==> src/rtl/hamming_encoder_serial.sv <==
// hamming_encoder_serial: serial Hamming(21,16) even-parity encoder, one codeword position per clock
module hamming_encoder_serial (
    input  logic        clk,
    input  logic        rst,
    input  logic        in_valid,
    output logic        in_ready,
    input  logic [15:0] data,
    output logic        out_valid,
    input  logic        out_ready,
    output logic [20:0] codeword,
    output logic        busy
);
    typedef enum logic [1:0] {IDLE, CALC, OUT} state_t;
    state_t      state, state_n;
    logic [4:0]  pos, pos_n, par, par_n, par_upd, idx;
    logic [20:0] cw, cw_n;
    logic [31:0] cw_ext;
    always_ff @(posedge clk) begin
        if (rst) begin
            state <= IDLE;
            pos   <= '0;
            par   <= '0;
            cw    <= '0;
        end else begin
            state <= state_n;
            pos   <= pos_n;
            par   <= par_n;
            cw    <= cw_n;
        end
    end
    // Every parity bit whose index bit is set in pos picks up the current position's bit.
    always_comb begin
        state_n = state;
        pos_n   = pos;
        par_n   = par;
        cw_n    = cw;
        idx     = pos - 5'd1;
        cw_ext  = {11'b0, cw};
        par_upd = par ^ (pos & {5{cw_ext[idx]}});
        case (state)
            IDLE: if (in_valid) begin
                cw_n    = {data[15:11], 1'b0, data[10:4], 1'b0, data[3:1], 1'b0, data[0], 2'b00};
                par_n   = '0;
                pos_n   = 5'd1;
                state_n = CALC;
            end
            CALC: begin
                par_n = par_upd;
                if (pos == 5'd21) begin
                    cw_n[0]  = par_upd[0];
                    cw_n[1]  = par_upd[1];
                    cw_n[3]  = par_upd[2];
                    cw_n[7]  = par_upd[3];
                    cw_n[15] = par_upd[4];
                    state_n  = OUT;
                end else begin
                    pos_n = pos + 5'd1;
                end
            end
            OUT: state_n = out_ready ? IDLE : OUT;
            default: state_n = IDLE;
        endcase
    end
    assign in_ready  = (state == IDLE) && !rst;
    assign out_valid = (state == OUT);
    assign busy      = (state != IDLE);
    assign codeword  = cw;
endmodule

==> config.mk <==
export PLATFORM = sky130hd
export DESIGN_NAME = hamming_encoder_serial
export DESIGN_NICKNAME = d
export VERILOG_FILES = /design/src/rtl/hamming_encoder_serial.sv
export SDC_FILE = /design/constraint.sdc
export NUM_CORES = 1
export LEC_CHECK = 0
export CORE_MARGIN = 1.5
export CORE_UTILIZATION = 23
export CTS_CLUSTER_SIZE = 20
export DETAILED_ROUTE_END_ITERATION = 6
export SYNTH_ARGS = -nofsm -noshare
export SYNTH_HDL_FRONTEND = slang
export SYNTH_SLANG_ARGS = --single-unit
==> constraint.sdc <==
create_clock -name clk -period 4.1 [get_ports clk]
set_input_delay 0.615 -clock clk [delete_from_list [all_inputs] [get_ports clk]]
set_output_delay 0.615 -clock clk [all_outputs]
set_load 0.02 [all_outputs]
* Word-level counts from Yosys, hierarchy flattened
Cells that the tools add are included.
** Word-level totals
- Memory bits (read-only) :: 0
- Memories :: 0
- Register bits after elaboration :: 33
- Memory bits (writable) :: 0
- Bits in latches :: 0
- Output and inout bits :: 24
- Logic and storage cells :: 46
** Cells by class
- Shift operators :: 0
- Multiply operators :: 0
- Mux-type cells :: 20
- $lt $le $gt $ge :: 1
- Divide/modulo/power cells :: 0
- Reductions and logical operators :: 10
- Bitwise operators :: 2
- Add/subtract/negate cells :: 2
- Eq/ne operators :: 6
** Operators with widths (count)
- $pmux 5 s2 :: 2
- $mux 16 :: 1
- $mux 5 :: 3
- $mux 2 :: 4
- $lt 5x6->1 const B :: 1
- $ne 2x2->1 const B :: 3
- $pmux 1 s2 :: 3
- $pmux 2 s3 :: 1
- $reduce_and 2->1 :: 3
- $reduce_and 3->1 :: 2
- $add 5x1->5 const B :: 1
- $and 5x5->5 :: 1
- $bmux 1 s5 :: 1
- $eq 5x5->1 const B :: 1
- $sub 5x1->5 const B :: 1
- $xor 5x5->5 :: 1
- $mux 1 :: 4
- $pmux 2 s2 :: 1
- $reduce_bool 2->1 :: 2
- $eq 2x1->1 const B :: 1
- $eq 2x2->1 const B :: 1
- $logic_not 2->1 :: 1
- $logic_and 1x1->1 :: 1
- $logic_not 1->1 :: 1

* Depth between registers and ports, before layout
Gate-level depths: netlist (run 1).
- Depth after elaboration :: 7
- Gate-level depth with buffers :: 11
- Mapped depth without buffers :: 8

* Worst setup path before layout (run 1)
No wires, ideal clock.
- Path type :: reg2reg
- Start :: register pos[0]
- End :: register cw[3], in the netlist codeword[3]
- Setup slack :: 1089 ps
- Arrival :: 2942 ps
- Data required time :: 4030 ps
- Period minus slack after synthesis :: 3011 ps
- Stages on the path, launching flop included :: 10
- Path through :: dfxtp_1 clkbuf_1 inv_1 ha_1 xor2_4 mux4_1 mux2_2 a211oi_2 mux2_2 a21oi_1
** Between the ends
- Word-level cells in the longest chain between the ends :: 7
- Elaborated cells between the ends (all ways) :: 10
** RTL lines
- start: declaration :: RTL line 15 : logic [4:0] pos, pos_n, par, par_n, par_upd, idx;
- start signal: assignment :: RTL line 26 : pos <= pos_n;
- $sub 5x1->5 :: RTL line 37 : idx = pos - 5'd1;
- $bmux 1 s5 :: RTL line 39 : par_upd = par ^ (pos & {5{cw_ext[idx]}});
- $mux 1 (implied by the code) :: RTL line 39
- $and 5x5->5 :: RTL line 39
- $xor 5x5->5 :: RTL line 39
- $mux 1 :: RTL line 49 : if (pos == 5'd21) begin
- $pmux 1 s2 :: RTL line 40 : case (state)
- end signal: assignment :: RTL line 28 : cw <= cw_n;
- end: declaration :: RTL line 16 : logic [20:0] cw, cw_n;
Parallel ways exist; a longest one is shown, timed or not. The select of a mux whose other input is x is not followed.
A chain may end at the register's enable or synchronous reset.

* Final worst setup path (run 1)
Same ends and word-level chain as after synthesis.

==> run metrics, run 1 <==
DR iter-0 viols=67; grt ovf=0; post-synthesis adder-cell area fraction=0.0215; Worst path max stage delay=610 ps; Top Metal Used=met4; worst path buffer plus inverter count=2; DR pass1 iterations=4; H-Tree Level Count=2; part of the power in combinational logic=0.240; main combinational cell family by area after synthesis=simple AND/OR/NAND/NOR gates; multiplexer share of the synthesized area=0.111; Crit path arrival time=3480 ps; dpl hpwl=3.28 mm; Crit path depth=9; largest net degree at the start of global routing=31; unrepaired setup endpoints after global routing=false; routability cong.=0.841; Setup Skew=3.56 ps; R2R depth=9; Initial Util=0.239; full die area=8110 um^2; #FFs+latches synth=33; clk sinks=33; post-layout util=0.324; wire per inst=12.8 um; Max VDD drop=0.129 mV; hold_sp=codeword[8]$_SDFFE_PP0P_; CP cell instances=inv_1 -> ha_1 -> xor2_4 -> mux4_1 -> mux2_2 -> a211oi_2 -> buf_4 -> mux2_2 -> a21oi_1; Avg Vias per Cell=4.51; Final WS setup=835 ps; Hold Path Depth=2; Finished Cell Area=2360 um^2; CP startpoint=pos[0]$_SDFFE_PP0P_; fin crit period=3260 ps; net switching power=0.248 mW; Vias=1568; leakage power=0.840 nW; Placement Cell Area=2260 um^2; wire length on met1=2.19 mm; buffers inserted by post-CTS timing repair=0; CORE AREA=7290 um^2; ys flop type=dfxtp_1; P per Cell Area=351 nW/um^2; max capacitance violation total=0; syn avg cell area=8.43 um^2; Die Span X=90.1 um; initial antenna violation count=0; simple-gate area share of the yosys netlist=0.240; status=complete, no violations; share of cells above drive strength 1=0.0843; routed wl met3=164 um; Core Rows=31; GRT Total Usage=0.114; Fmax achieved=306 MHz; clk_lat worst skew=280 ps; Sw Share=0.299; syn_nets=230; DRT Wirelength=4.46 mm; metal2 WL=2.04 mm; Worst-Margin Slew=701 ps; Ports=44; Compound-Gate Fraction of Synth Area=0.168; Num CTS Buffers=5; CP Max Fanout=12; Crit. End Element=flip-flop; Mapped Cells=207; Reg power frac=0.430; FF-to-FF Start=pos[0]$_SDFFE_PP0P_; Worst EP required=4320 ps; Ys Warns=0; post-synth top area cell=dfxtp_1; synth top area cells=dfxtp_1 38%, nand2_1 9.0%, a21oi_1 5.7%, mux4_2 3.9%, nor2b_1 3.2%; most common cell in the synthesized netlist=nand2_1; Max-slew headroom=0.531; Seq/Total Area, Yosys=0.379; fin crit share=0.796; most instantiated cells after synthesis=42 x nand2_1, 33 x dfxtp_1, 20 x a21oi_1; crit start category=flip-flop; post-synth top area share=0.379; asr flop ratio synth=0; Die Y=90.1 um; drt drc=0; clk root buf=clkbuf_8; Area growth, synth to finish=35.4%; cts hold-fix bufs=0; clock transition at the registers of the reported paths=70 ps; worst slack at placement=850 ps; antenna-violating nets left=0; final setup violation count=0; CTS Buffer Depth=2; CTS tree=done; # diodes=0; final net count=271; Worst Hold Slack=469 ps; Slowest cell on crit path=dfxtp_1; CP Class=flip-flop to flip-flop; first-pass GRT wire length=7.64 mm; worst min path class=flip-flop to flip-flop; final hold violations=0; vias in the first global route=1534; crit-path leading delay family=multiplexers; clock power share=0.330; xor-xnor portion of the synthesized cell area=0.0308; Critical Path Most Common Cell=mux2_2; input/output buffers=43; Pint=0.582 mW; final setup TNS=0 ps; number of synthesized flops with an enable pin=0; Post-Syn Area=1740 um^2; post-synth cell types=40; final max-slew violation count=0; post-cts resize count=0
==> sequential cells by signal (all words and copies together), names as in the netlist <==
signal / flops
par: 5
codeword: 21
pos: 5
state: 2
==> final cells by class <==
type                    instances  area (um^2)
flip-flops and latches         33          661
clock buffers                   7         96.3
fillers                       787         4930
repair buffers                 46          453
well taps                      99          124
inverters                       7         26.3
multi-input cells             155          997
clock inverters                 1         5.00
==> tightest hold or removal path: stages (launching register included) <==
cell and delay [ps]:
dfxtp_1 320, nand2_1 50, a21oi_1 50
==> path summary, 6_finish.rpt <==
kind	end	slack, ps
worst max-delay path	codeword[3]$_SDFFE_PP0P_	840
worst min-delay path	codeword[8]$_SDFFE_PP0P_	470
worst max register to register	codeword[3]$_SDFFE_PP0P_	840
worst min register to register	codeword[8]$_SDFFE_PP0P_	470
==> metal layers <==
layer	global-route usage	vias up
li1	-	817
met1	0.157	711
met2	0.176	34
met3	0.0212	6
met4	0.0410	0
met5	0	-
==> power groups by stage <==
stage	Sequential [mW]	Combinational, mW	Clock [mW]
2_1_floorplan	0.371	0.115	0
3_3_place_gp	0.364	0.198	0
3_5_place_dp	0.364	0.199	0
4_1_cts	0.357	0.200	0.280
5_1_grt	0.360	0.218	0.291
6_report	0.357	0.199	0.274
==> cell families (layout without fill, tap and decap cells) <==
| group | after synthesis | after routing |
|---|---|---|
| adder cells (fa/ha/maj) | 3 | 3 |
| buffers and inverters | 19 | 61 |
| XOR/XNOR | 4 | 4 |
| AND/OR/NAND/NOR | 88 | 88 |
| flip-flops | 33 | 33 |
| AO/OA/AOI/OAI | 48 | 48 |
| multiplexers | 12 | 12 |
==> layout by cell type, fill, tap and decap left out, types with 4 or more instances in the layout <==
cell              n
nor2b_1           9
a31oi_1           6
nand2_1          42
a21oi_1          20
inv_1             7
o211ai_1          4
clkbuf_8          7
nor2_1           12
clkdlybuf4s50_1  43
mux2i_1           4
nor3_1            6
dfxtp_1          33
nand4_1           4
o21ai_0           7
==> per-stage QoR <==
step / power [mW] / cells
after floorplan: 0.486 / 207
after global placement: 0.563 / 340
after detailed placement: 0.564 / 340
after CTS: 0.837 / 348
after global routing: 0.868 / 348
final: 0.830 / 348
Note: power is estimated with default switching activity, not from simulation.
==> inputs of run 2 (changes only) <==
- clock period: 4.1 -> 2.85 ns (I/O delays scaled with it)
==> run 2 against run 1 <==
  * Final cell count increased by 2.0%
  * Largest cell class unchanged
  * Routed wire length increased by 5.2%
  * Via count increased by 3.1%
  * Non-clock buffer count increased by 7
  * Critical endpoint unchanged
  * Sequential share of layout area decreased by 0.70 points
==> run metrics, run 2 (synthesized netlist as in run 1, its figures left out) <==
status=complete, no violations; Num CTS Buffers=5; full die area=8110 um^2; R2R depth=8; DRT Wirelength=4.70 mm; CTS tree=done; fin crit share=0.940; DR pass1 iterations=4; Reg power frac=0.417; Max-slew headroom=0.516; buffers inserted by post-CTS timing repair=0; grt ovf=0; clk_lat worst skew=280 ps; CP startpoint=pos[1]$_SDFFE_PP0P_; largest net degree at the start of global routing=21; Core Rows=31; Worst path max stage delay=570 ps; Vias=1616; Fill cells=800; GRT Total Usage=0.119; Critical Path Most Common Cell=mux2_2; worst min path class=flip-flop to flip-flop; dpl hpwl=3.46 mm; Worst EP required=3060 ps; total power=1.22 mW; leakage power=0.879 nW; Finished Cell Area=2430 um^2; final setup violation count=0; fin crit period=2680 ps; final setup TNS=0 ps; Placement Cell Area=2310 um^2; max capacitance violation total=0; Max VDD drop=0.234 mV; Fmax achieved=373 MHz; hold_sp=codeword[8]$_SDFFE_PP0P_; Initial Util=0.239; final net count=278; net switching power=0.364 mW; clock transition at the registers of the reported paths=70 ps; initial antenna violation count=0; final hold violations=0; CORE AREA=7290 um^2; clk root buf=clkbuf_8; FF-to-FF Start=pos[1]$_SDFFE_PP0P_; vias in the first global route=1554; share of cells above drive strength 1=0.113; H-Tree Level Count=2; max reg flops=21; Slowest cell on crit path=mux4_1; Ports=44; clk sinks=33; drt drc=0; Hold Path Depth=2; commonest non-fill, non-tap cells in the layout=43 x clkdlybuf4s50_1, 42 x nand2_1, 32 x dfxtp_1, 20 x a21oi_1, 12 x nor2_1; P per Cell Area=501 nW/um^2; DR iter-0 viols=91; post-cts resize count=0; Die Span X=90.1 um; # diodes=0; Area growth, synth to finish=39.2%; Crit path arrival time=2890 ps; CP cell instances=inv_1 -> ha_1 -> xor2_4 -> mux4_1 -> mux2_2 -> a211oi_4 -> mux2_2 -> a21oi_1; Worst-Margin Slew=723 ps; commonest non-fill, non-tap cell in the layout=clkdlybuf4s50_1; cts hold-fix bufs=0; unrepaired setup endpoints after global routing=false; Sw Share=0.300; Die Y=90.1 um; Pint=0.851 mW; Worst Hold Slack=473 ps; post-layout util=0.333; routability cong.=0.785; wire per inst=13.2 um; Setup Skew=4.97 ps; input/output buffers=43; part of the power in combinational logic=0.259; crit start category=flip-flop; clock power share=0.325; final max-slew violation count=0; CP Class=flip-flop to flip-flop; first-pass GRT wire length=7.83 mm; Avg Vias per Cell=4.55; Crit. End Element=flip-flop; CP Max Fanout=5; antenna-violating nets left=0; CTS Buffer Depth=2
## run 2: cell types whose count changed in the layout (fill, tap and decap cells not counted), sizes merged
cell and change:
buf +7
## run 2: layout make-up
class | instances | area (um^2) | area share
multi-input combinational | 155 | 1000 | 0.414
sequential | 33 | 662 | 0.273
timing repair buffer | 53 | 509 | 0.210
tap | 99 | 124 | 0.0510
clock buffer | 7 | 96.3 | 0.0397
inverter | 7 | 26.3 | 0.0108
clock inverter | 1 | 5.00 | 0.00206
## run 2: power by group through the flow
stage          logic, mW  registers [mW]  clock network (mW)
2_1_floorplan      0.166           0.534                   0
4_1_cts            0.313           0.507               0.409
3_5_place_dp       0.312           0.517                   0
3_3_place_gp       0.310           0.516                   0
6_report           0.314           0.507               0.395
5_1_grt            0.344           0.510               0.429
## run 2: worst paths after layout
path	endpoint	slack, ps
max reg2reg	codeword[3]$_SDFFE_PP0P_	170
max	codeword[3]$_SDFFE_PP0P_	170
min	codeword[8]$_SDFFE_PP0P_	470
min reg2reg	codeword[8]$_SDFFE_PP0P_	470
## run 2: worst max-delay path, delay by kind of cell, from the launching register on
kind,cells,cell delay (ps)
compound gates,2,450
xor+xnor,1,230
fa+ha+maj,1,250
buf+inv,1,80
flops,1,350
mux,3,1250
## run 2: through the flow
| step | cells | setup WS (ps) |
|---|---|---|
| 3_3_place_gp | 347 | 182 |
| 3_5_place_dp | 347 | 79.6 |
| 2_1_floorplan | 207 | 7.25 |
| 5_1_grt | 355 | 29.9 |
| 6_report | 355 | 171 |
| 4_1_cts | 355 | 79.4 |
## run 2: per-layer routing
metal	vias up	track usage	wire (um)
li1	824	-	-
met1	739	0.155	2160
met2	47	0.187	2230
met3	6	0.0288	202
met4	0	0.0489	96
met5	-	0	0
==> inputs of run 3 (changes only) <==
- SLEW_MARGIN: default -> 10
==> results of run 3 <==
Same layout as run 2: the final DEF is identical, and so are final timing and power.
